**config.mk**
```make
export PLATFORM = sky130hd
export DESIGN_NAME = misr_sig_flat
export DESIGN_NICKNAME = d
export VERILOG_FILES = /design/src/rtl/misr_sig_if.sv /design/src/rtl/misr_sig.sv /design/src/flat_wrapper.sv
export SDC_FILE = /design/constraint.sdc
export NUM_CORES = 1
export LEC_CHECK = 0
export CORE_MARGIN = 5
export CORE_UTILIZATION = 51
export DETAILED_ROUTE_END_ITERATION = 10
export PLACE_DENSITY = 0.78
export SYNTH_ARGS = -nofsm -noshare
export SYNTH_HDL_FRONTEND = slang
export SYNTH_SLANG_ARGS = --single-unit
```
**constraint.sdc**
```tcl
create_clock -name clk -period 2.3 [get_ports clk]
set_clock_uncertainty 0.2 [all_clocks]
set_input_delay 0.23 -clock clk [delete_from_list [all_inputs] [get_ports clk]]
set_output_delay 0.23 -clock clk [all_outputs]
set_load 0.02 [all_outputs]
```
**src/rtl/misr_sig_if.sv**
```systemverilog
// Bus bundle for the misr_sig response compactor: run control, word stream, status.
// MISR_XMASK_EN adds the per-bit xmask input that travels with din.
interface misr_sig_if #(
  parameter int W  = 3,
  parameter int CW = 8
);
  // Handshake: a word transfers on a rising clk edge where din_valid && din_ready;
  // din_ready is high only while a run is active, and otherwise din is dropped.
  logic          start;
  logic [CW-1:0] len;
  logic          din_valid;
  logic [W-1:0]  din;
  logic          din_ready;
  logic          busy;
  logic          done;
  logic [W-1:0]  sig;
  logic          pass;
`ifdef MISR_XMASK_EN
  logic [W-1:0]  xmask;

  modport master (
    output start, len, din_valid, din, xmask,
    input  din_ready, busy, done, sig, pass
  );
  modport slave (
    input  start, len, din_valid, din, xmask,
    output din_ready, busy, done, sig, pass
  );
`else
  modport master (
    output start, len, din_valid, din,
    input  din_ready, busy, done, sig, pass
  );
  modport slave (
    input  start, len, din_valid, din,
    output din_ready, busy, done, sig, pass
  );
`endif
endinterface

```
**src/rtl/misr_sig.sv**
```systemverilog
// Multiple-input signature register with a start/len run controller and golden compare.
// Optional `MISR_XMASK_EN: fold din & ~xmask instead of din.
module misr_sig #(
  parameter int           W      = 3,
  parameter logic [W-1:0] POLY   = 3'b011,
  parameter logic [W-1:0] SEED   = 3'b000,
  parameter logic [W-1:0] GOLDEN = 3'b000,
  parameter int           CW     = 8
) (
  input  logic        clk,
  input  logic        rst,
  misr_sig_if.slave   bus,
  output logic [1:0]  dbg_state
);

  typedef enum logic [1:0] {
    S_IDLE = 2'd0,
    S_RUN  = 2'd1,
    S_DONE = 2'd2
  } state_t;

  state_t        state_q, state_d;
  logic [W-1:0]  sig_q, sig_d;
  logic [CW-1:0] cnt_q, cnt_d;
  logic [CW-1:0] len_q, len_d;
  logic          pass_q, pass_d;

  logic [W-1:0]  fold_word;
  logic [W-1:0]  sig_fold;
  logic          accept;
  logic          last_word;

`ifdef MISR_XMASK_EN
  assign fold_word = bus.din & ~bus.xmask;
`else
  assign fold_word = bus.din;
`endif

  // Galois-style shift with feedback from the MSB, then XOR in the new word.
  assign sig_fold  = {sig_q[W-2:0], 1'b0} ^ (sig_q[W-1] ? POLY : '0) ^ fold_word;
  assign accept    = (state_q == S_RUN) && bus.din_valid;
  assign last_word = ((cnt_q + CW'(1)) == len_q);

  always_ff @(posedge clk or negedge rst) begin
    if (!rst) begin
      state_q <= S_IDLE;
      sig_q   <= SEED;
      cnt_q   <= '0;
      len_q   <= '0;
      pass_q  <= 1'b0;
    end else begin
      state_q <= state_d;
      sig_q   <= sig_d;
      cnt_q   <= cnt_d;
      len_q   <= len_d;
      pass_q  <= pass_d;
    end
  end

  always_comb begin
    state_d = state_q;
    sig_d   = sig_q;
    cnt_d   = cnt_q;
    len_d   = len_q;
    pass_d  = pass_q;
    unique case (state_q)
      S_IDLE: begin
        if (bus.start) begin
          sig_d  = SEED;
          cnt_d  = '0;
          len_d  = bus.len;
          if (bus.len == '0) begin
            state_d = S_DONE;
            pass_d  = (SEED == GOLDEN);
          end else begin
            state_d = S_RUN;
            pass_d  = 1'b0;
          end
        end
      end
      S_RUN: begin
        if (accept) begin
          sig_d = sig_fold;
          cnt_d = cnt_q + CW'(1);
          // Verdict is latched with the last fold so it is valid during the done pulse.
          if (last_word) begin
            state_d = S_DONE;
            pass_d  = (sig_fold == GOLDEN);
          end
        end
      end
      S_DONE:  state_d = S_IDLE;
      default: state_d = S_IDLE;
    endcase
  end

  always_comb begin
    bus.busy      = (state_q == S_RUN);
    bus.din_ready = (state_q == S_RUN);
    bus.done      = (state_q == S_DONE);
    bus.sig       = sig_q;
    bus.pass      = pass_q;
    dbg_state     = state_q;
  end

endmodule

```
**src/flat_wrapper.sv**
```systemverilog
// flat-port wrapper written by rule: the top's interface ports become plain ports
module misr_sig_flat 
#(
  parameter int           W      = 3,
  parameter logic [W-1:0] POLY   = 3'b011,
  parameter logic [W-1:0] SEED   = 3'b000,
  parameter logic [W-1:0] GOLDEN = 3'b000,
  parameter int           CW     = 8
)
  (clk, rst, dbg_state, bus_start, bus_len, bus_din_valid, bus_din, bus_din_ready, bus_busy, bus_done, bus_sig, bus_pass);
  misr_sig_if #(.W(W), .CW(CW)) bus_i ();
  input  logic clk;
  input  logic rst;
  output logic [1:0] dbg_state;
  input wire logic [$bits(bus_i.start)-1:0] bus_start;
  input wire logic [$bits(bus_i.len)-1:0] bus_len;
  input wire logic [$bits(bus_i.din_valid)-1:0] bus_din_valid;
  input wire logic [$bits(bus_i.din)-1:0] bus_din;
  output wire logic [$bits(bus_i.din_ready)-1:0] bus_din_ready;
  output wire logic [$bits(bus_i.busy)-1:0] bus_busy;
  output wire logic [$bits(bus_i.done)-1:0] bus_done;
  output wire logic [$bits(bus_i.sig)-1:0] bus_sig;
  output wire logic [$bits(bus_i.pass)-1:0] bus_pass;
  assign bus_i.start = bus_start;
  assign bus_i.len = bus_len;
  assign bus_i.din_valid = bus_din_valid;
  assign bus_i.din = bus_din;
  assign bus_din_ready = bus_i.din_ready;
  assign bus_busy = bus_i.busy;
  assign bus_done = bus_i.done;
  assign bus_sig = bus_i.sig;
  assign bus_pass = bus_i.pass;
  misr_sig #(.W(W), .POLY(POLY), .SEED(SEED), .GOLDEN(GOLDEN), .CW(CW)) u_core (.clk(clk), .rst(rst), .bus(bus_i), .dbg_state(dbg_state));
endmodule
```
=== After elaboration in Yosys (flattened, before gate mapping) ===
Index checks and enable logic that the tools add are counted.

* Add/sub/neg operators: 1
* $mul: 0
* Div/mod/pow operators: 0
* $lt $le $gt $ge: 0
* Equal/unequal tests: 6
* Shift-type cells: 0
* Muxes and demuxes: 17
* Bitwise logic cells: 2
* Reductions and logical operators: 9

{| class="wikitable"
|+ Operators with widths
! cell !! number
|-
| 2-to-1 mux 8 bit || 2
|-
| case mux 8 bit (2 select lines) || 1
|-
| 2-to-1 mux 2 bit || 5
|-
| adder 8 x 1 -> 8 bit (second input constant) || 1
|-
| == test 8 bit || 1
|-
| logical NOT 8 bit || 1
|-
| 2-to-1 mux 3 bit || 2
|-
| case mux 3 bit (2 select lines) || 1
|-
| AND reduction 3 bit || 2
|-
| bitwise XOR 3 bit || 2
|-
| 2-to-1 mux 1 bit || 4
|-
| != test 2 x 1 -> 1 bit (second input constant) || 2
|-
| case mux 2 bit (2 select lines) || 1
|-
| AND reduction 4 bit || 1
|-
| logical NOT 3 bit || 1
|-
| == test 2 x 1 -> 1 bit (second input constant) || 1
|-
| == test 2 bit (second input constant) || 1
|-
| logical NOT 2 bit || 1
|-
| != test 2 bit (second input constant) || 1
|-
| case mux 1 bit (2 select lines) || 1
|-
| AND reduction 2 bit || 1
|-
| nonzero test 2 bit || 1
|-
| logical AND 1 bit || 1
|}

* Bits in registers: 22
* Bits in latches: 0
* RAM bits: 0
* Bits in read-only memories: 0
* Input port bits: 15
* Output and inout port bits: 9
* Word-level logic and storage cells: 40
* Memories kept: 0

=== Logic depth before layout (Yosys ltp) ===
* Word-level depth: 7
* Mapped depth: 7
* Mapped depth without buffers: 6

=== Least setup slack after synthesis ===
OpenSTA, ideal clock, no wires.

* Path kind: reg-to-reg
* Start: register u_core.cnt_q[0]
* End: register u_core.pass_q (netlist: u_core.bus.pass)
* Setup time: 0.125 ns
* Data arrival time: 1.808 ns
* Data required time: 1.975 ns
* Slack: 0.167 ns
* Cell stages (with the launch flop): 7
* Path buffers: 0
* Clock period less this slack: 2.133 ns
* Cell sequence: dfrtp_1 > ha_1 > nor2b_1 > or4b_4 > nand3_2 > nand4_2 > mux2_4

* Longest elaborated chain between the ends: 4

{| class="wikitable"
|+ RTL lines
! element !! line !! RTL
|-
| start, declared || misr_sig.sv:24 || <nowiki>logic [CW-1:0] cnt_q, cnt_d;</nowiki>
|-
| start signal, assigned || misr_sig.sv:54 || <nowiki>cnt_q <= cnt_d;</nowiki>
|-
| adder 8 x 1 -> 8 bit || misr_sig.sv:42 || <nowiki>assign last_word = ((cnt_q + CW'(1)) == len_q);</nowiki>
|-
| == test 8 bit || misr_sig.sv:42 ||
|-
| != test 2 x 1 -> 1 bit (no source line) || -- ||
|-
| AND reduction 4 bit (no source line) || -- ||
|-
| end signal, assigned || misr_sig.sv:56 || <nowiki>pass_q <= pass_d;</nowiki>
|-
| end, declared || misr_sig.sv:26 || <nowiki>logic pass_q, pass_d;</nowiki>
|}

Every way passes these cells.
A chain may end at the register's enable or synchronous reset.

=== Final worst setup path ===
* Start: register u_core.cnt_q[1]
* End: register u_core.pass_q (netlist: u_core.bus.pass)

The elaborated chain is that of the path after synthesis.

==> metrics.yaml <==
gr-max-usage-layer: "met2"
cts-resized-gates: 0
vias_per_cell: 5.90
die_area_um2: 3590
wirelength_um: 2830
hpwlAfterDp_um: 2180
io_pins: 24
synth_flop_cell: "dfrtp_1"
yosysTopAreaCell: "dfrtp_1"
drtIter0Drc: 22
hold_path.class: "primary input to asynchronous set/reset pin"
syn_area_um2: 1270
htree_levels: 1
fin_crit_ps: 2220
met1_usage: 0.212
cp-start-kind: "flop"
synth_top_cell_area_share: 0.434
synth.most_common_cell: "dfrtp_1"
p_leak_nw: 0.659
grt_pass1_wl_um: 4750
synth-seq-cells: 22
drive_gt1_frac: 0.199
row_count: 18
hold_buffers: 0
cts_made_buffers: 3
finalPower_mw: 1.70
synth_edf_count: 0
place_congestion: 0.799
fmax_mhz: 450
drc: 0
wire_per_inst_um: 15.6
cp_max_fo: 6
area_growth_pct: 24.7
insertion_delay_ps: 300
gr-usage-met3: 0.0281
root_buffer: "clkbuf_4"
path_class: "flop to flop"
syn_area_per_cell_um2: 10.1
maxSlewViolCount: 0
initial_core_util: 0.522
yosysUniqueCellTypes: 38
tritoncts: "done"
cts.sinks: 22
seq_area_frac_synth: 0.434
design.core.area_um2: 2430
cp_slowest_stage_delay_ps: 410
maxCapViolations: 0
use_met2: 0.313
ant_nets: 0
seq_area_um2: 551
grt_max_degree: 23
gr-total-overflow: 0
multi_input_area_um2: 678
crit_slowest_cell: "dfrtp_1"
period_share: 0.967
crit_chain: "ha_2 > or3b_1 > a211o_2 > nand3_2 > nand4_2 > mux2_4"
power.density_nw_per_um2: 1070
slew_headroom: 0.424
antenna_found_initial: 0
arrival_ps: 2220
yosysWarnings: 0
synth_area_leaders: "dfrtp_1, mux2_2, o21ai_0"
netlist_instances: 125
fillCellCount: 182
path_clk_slew_ps: 130
vias: 1068
final.setup.tns_ps: 0
critPathCaptureType: "flop"
io_buffers: 23
grt_pass1_vias: 1045
ir_worst_vdd_mv: 0.669
post_cts_buffers: 0
clock_path_buffers: 2
worst_pin_slew_ps: 865
die_w_um: 59.9
diodes: 0
fin_nets: 168
die_y_um: 59.9
finalSetupViolCount: 0
async_flop_share: 1.00
ys_top_cells_by_count: "dfrtp_1, o21ai_0, mux2_2, nand2_1"
cp.required_ps: 2300
rsz0062_at_grt: "false"
first_pass_iters: 6
grt_usage: 0.173
hold_viol_final: 0
status: "completed"
syn_nets: 141
-- stage by stage --
step	utilization	hold slack, ps	setup slack, ps	cell area, um^2	std cells
floorplan	-	-266	167	1270	125
global placement	0.633	314	62.7	1540	177
detailed placement	0.633	322	61.7	1540	177
CTS	0.648	61.4	43.8	1580	181
global route	0.650	74.6	9.64	1580	181
finish	0.650	61.0	76.2	1580	181
-- sequential cells by signal (all words and copies together) (netlist names) --
signal,count
u_core.cnt_q,8
u_core.len_q,8
u_core.bus.sig,3
u_core.dbg_state,2
u_core.bus.pass,1
-- critical path: cells and delay by family (launching register included) --
kind | cells | cell delay, ps
fa+ha+maj | 1 | 240
simple gates | 3 | 590
compound gates | 1 | 350
mux | 1 | 330
flops | 1 | 410
-- cell families after synthesis --
group,share of synthesized area
multiplexers,0.0917
adder cells (fa/ha/maj),0.00986
flip-flops,0.434
XOR/XNOR,0.0828
AND/OR/NAND/NOR,0.213
buffers and inverters,0.0355
AO/OA/AOI/OAI,0.133
-- path summary, 6_finish.rpt --
check                                   from                end  slack, ps  cells after the start
max                          u_core.cnt_q[1]    u_core.bus.pass         80                      6
min                                      rst  u_core.bus.sig[2]         60                      2
max reg2reg                  u_core.cnt_q[1]    u_core.bus.pass         80                      6
min reg2reg                u_core.bus.sig[0]  u_core.bus.sig[0]        350                      2
max in group asynchronous                rst    u_core.len_q[4]       1620                      2
min in group clk           u_core.bus.sig[0]  u_core.bus.sig[0]        350                      2
-- placed cells by master (no fill, tap or decap), types with 2 or more instances in the layout --
cell type / count
inv_1: 3
nand4_1: 2
nor2_1: 3
clkdlybuf4s50_1: 23
mux2_2: 9
and3_1: 3
xnor2_1: 7
clkbuf_4: 3
a21oi_1: 2
nand2_1: 9
nand3_1: 5
nor2b_1: 6
or4_1: 2
o21ai_0: 14
nor3_1: 2
buf_4: 5
dfrtp_1: 22
a211oi_1: 3
o31ai_1: 3
xor2_1: 5
-- where the power goes --
group | internal (mW) | leakage (nW) | total [mW] | switching (mW)
clock | 0.0964 | 0.0210 | 0.212 | 0.116
combinational | 0.430 | 0.365 | 0.803 | 0.372
sequential | 0.531 | 0.273 | 0.682 | 0.151
-- cell type report --
| cell class | instances | area share |
|---|---|---|
| Tap cell | 30 | 0.0237 |
| Inverter | 3 | 0.00712 |
| Multi-Input combinational cell | 94 | 0.429 |
| Sequential cell | 22 | 0.348 |
| Clock buffer | 4 | 0.0229 |
| Timing Repair Buffer | 28 | 0.169 |
-- metal layers --
metal,vias up,part of all wire
li1,503,-
met1,525,0.41
met2,30,0.53
met3,10,0.043
met4,0,0.021
met5,-,0
(Power assumes the default switching activity.)
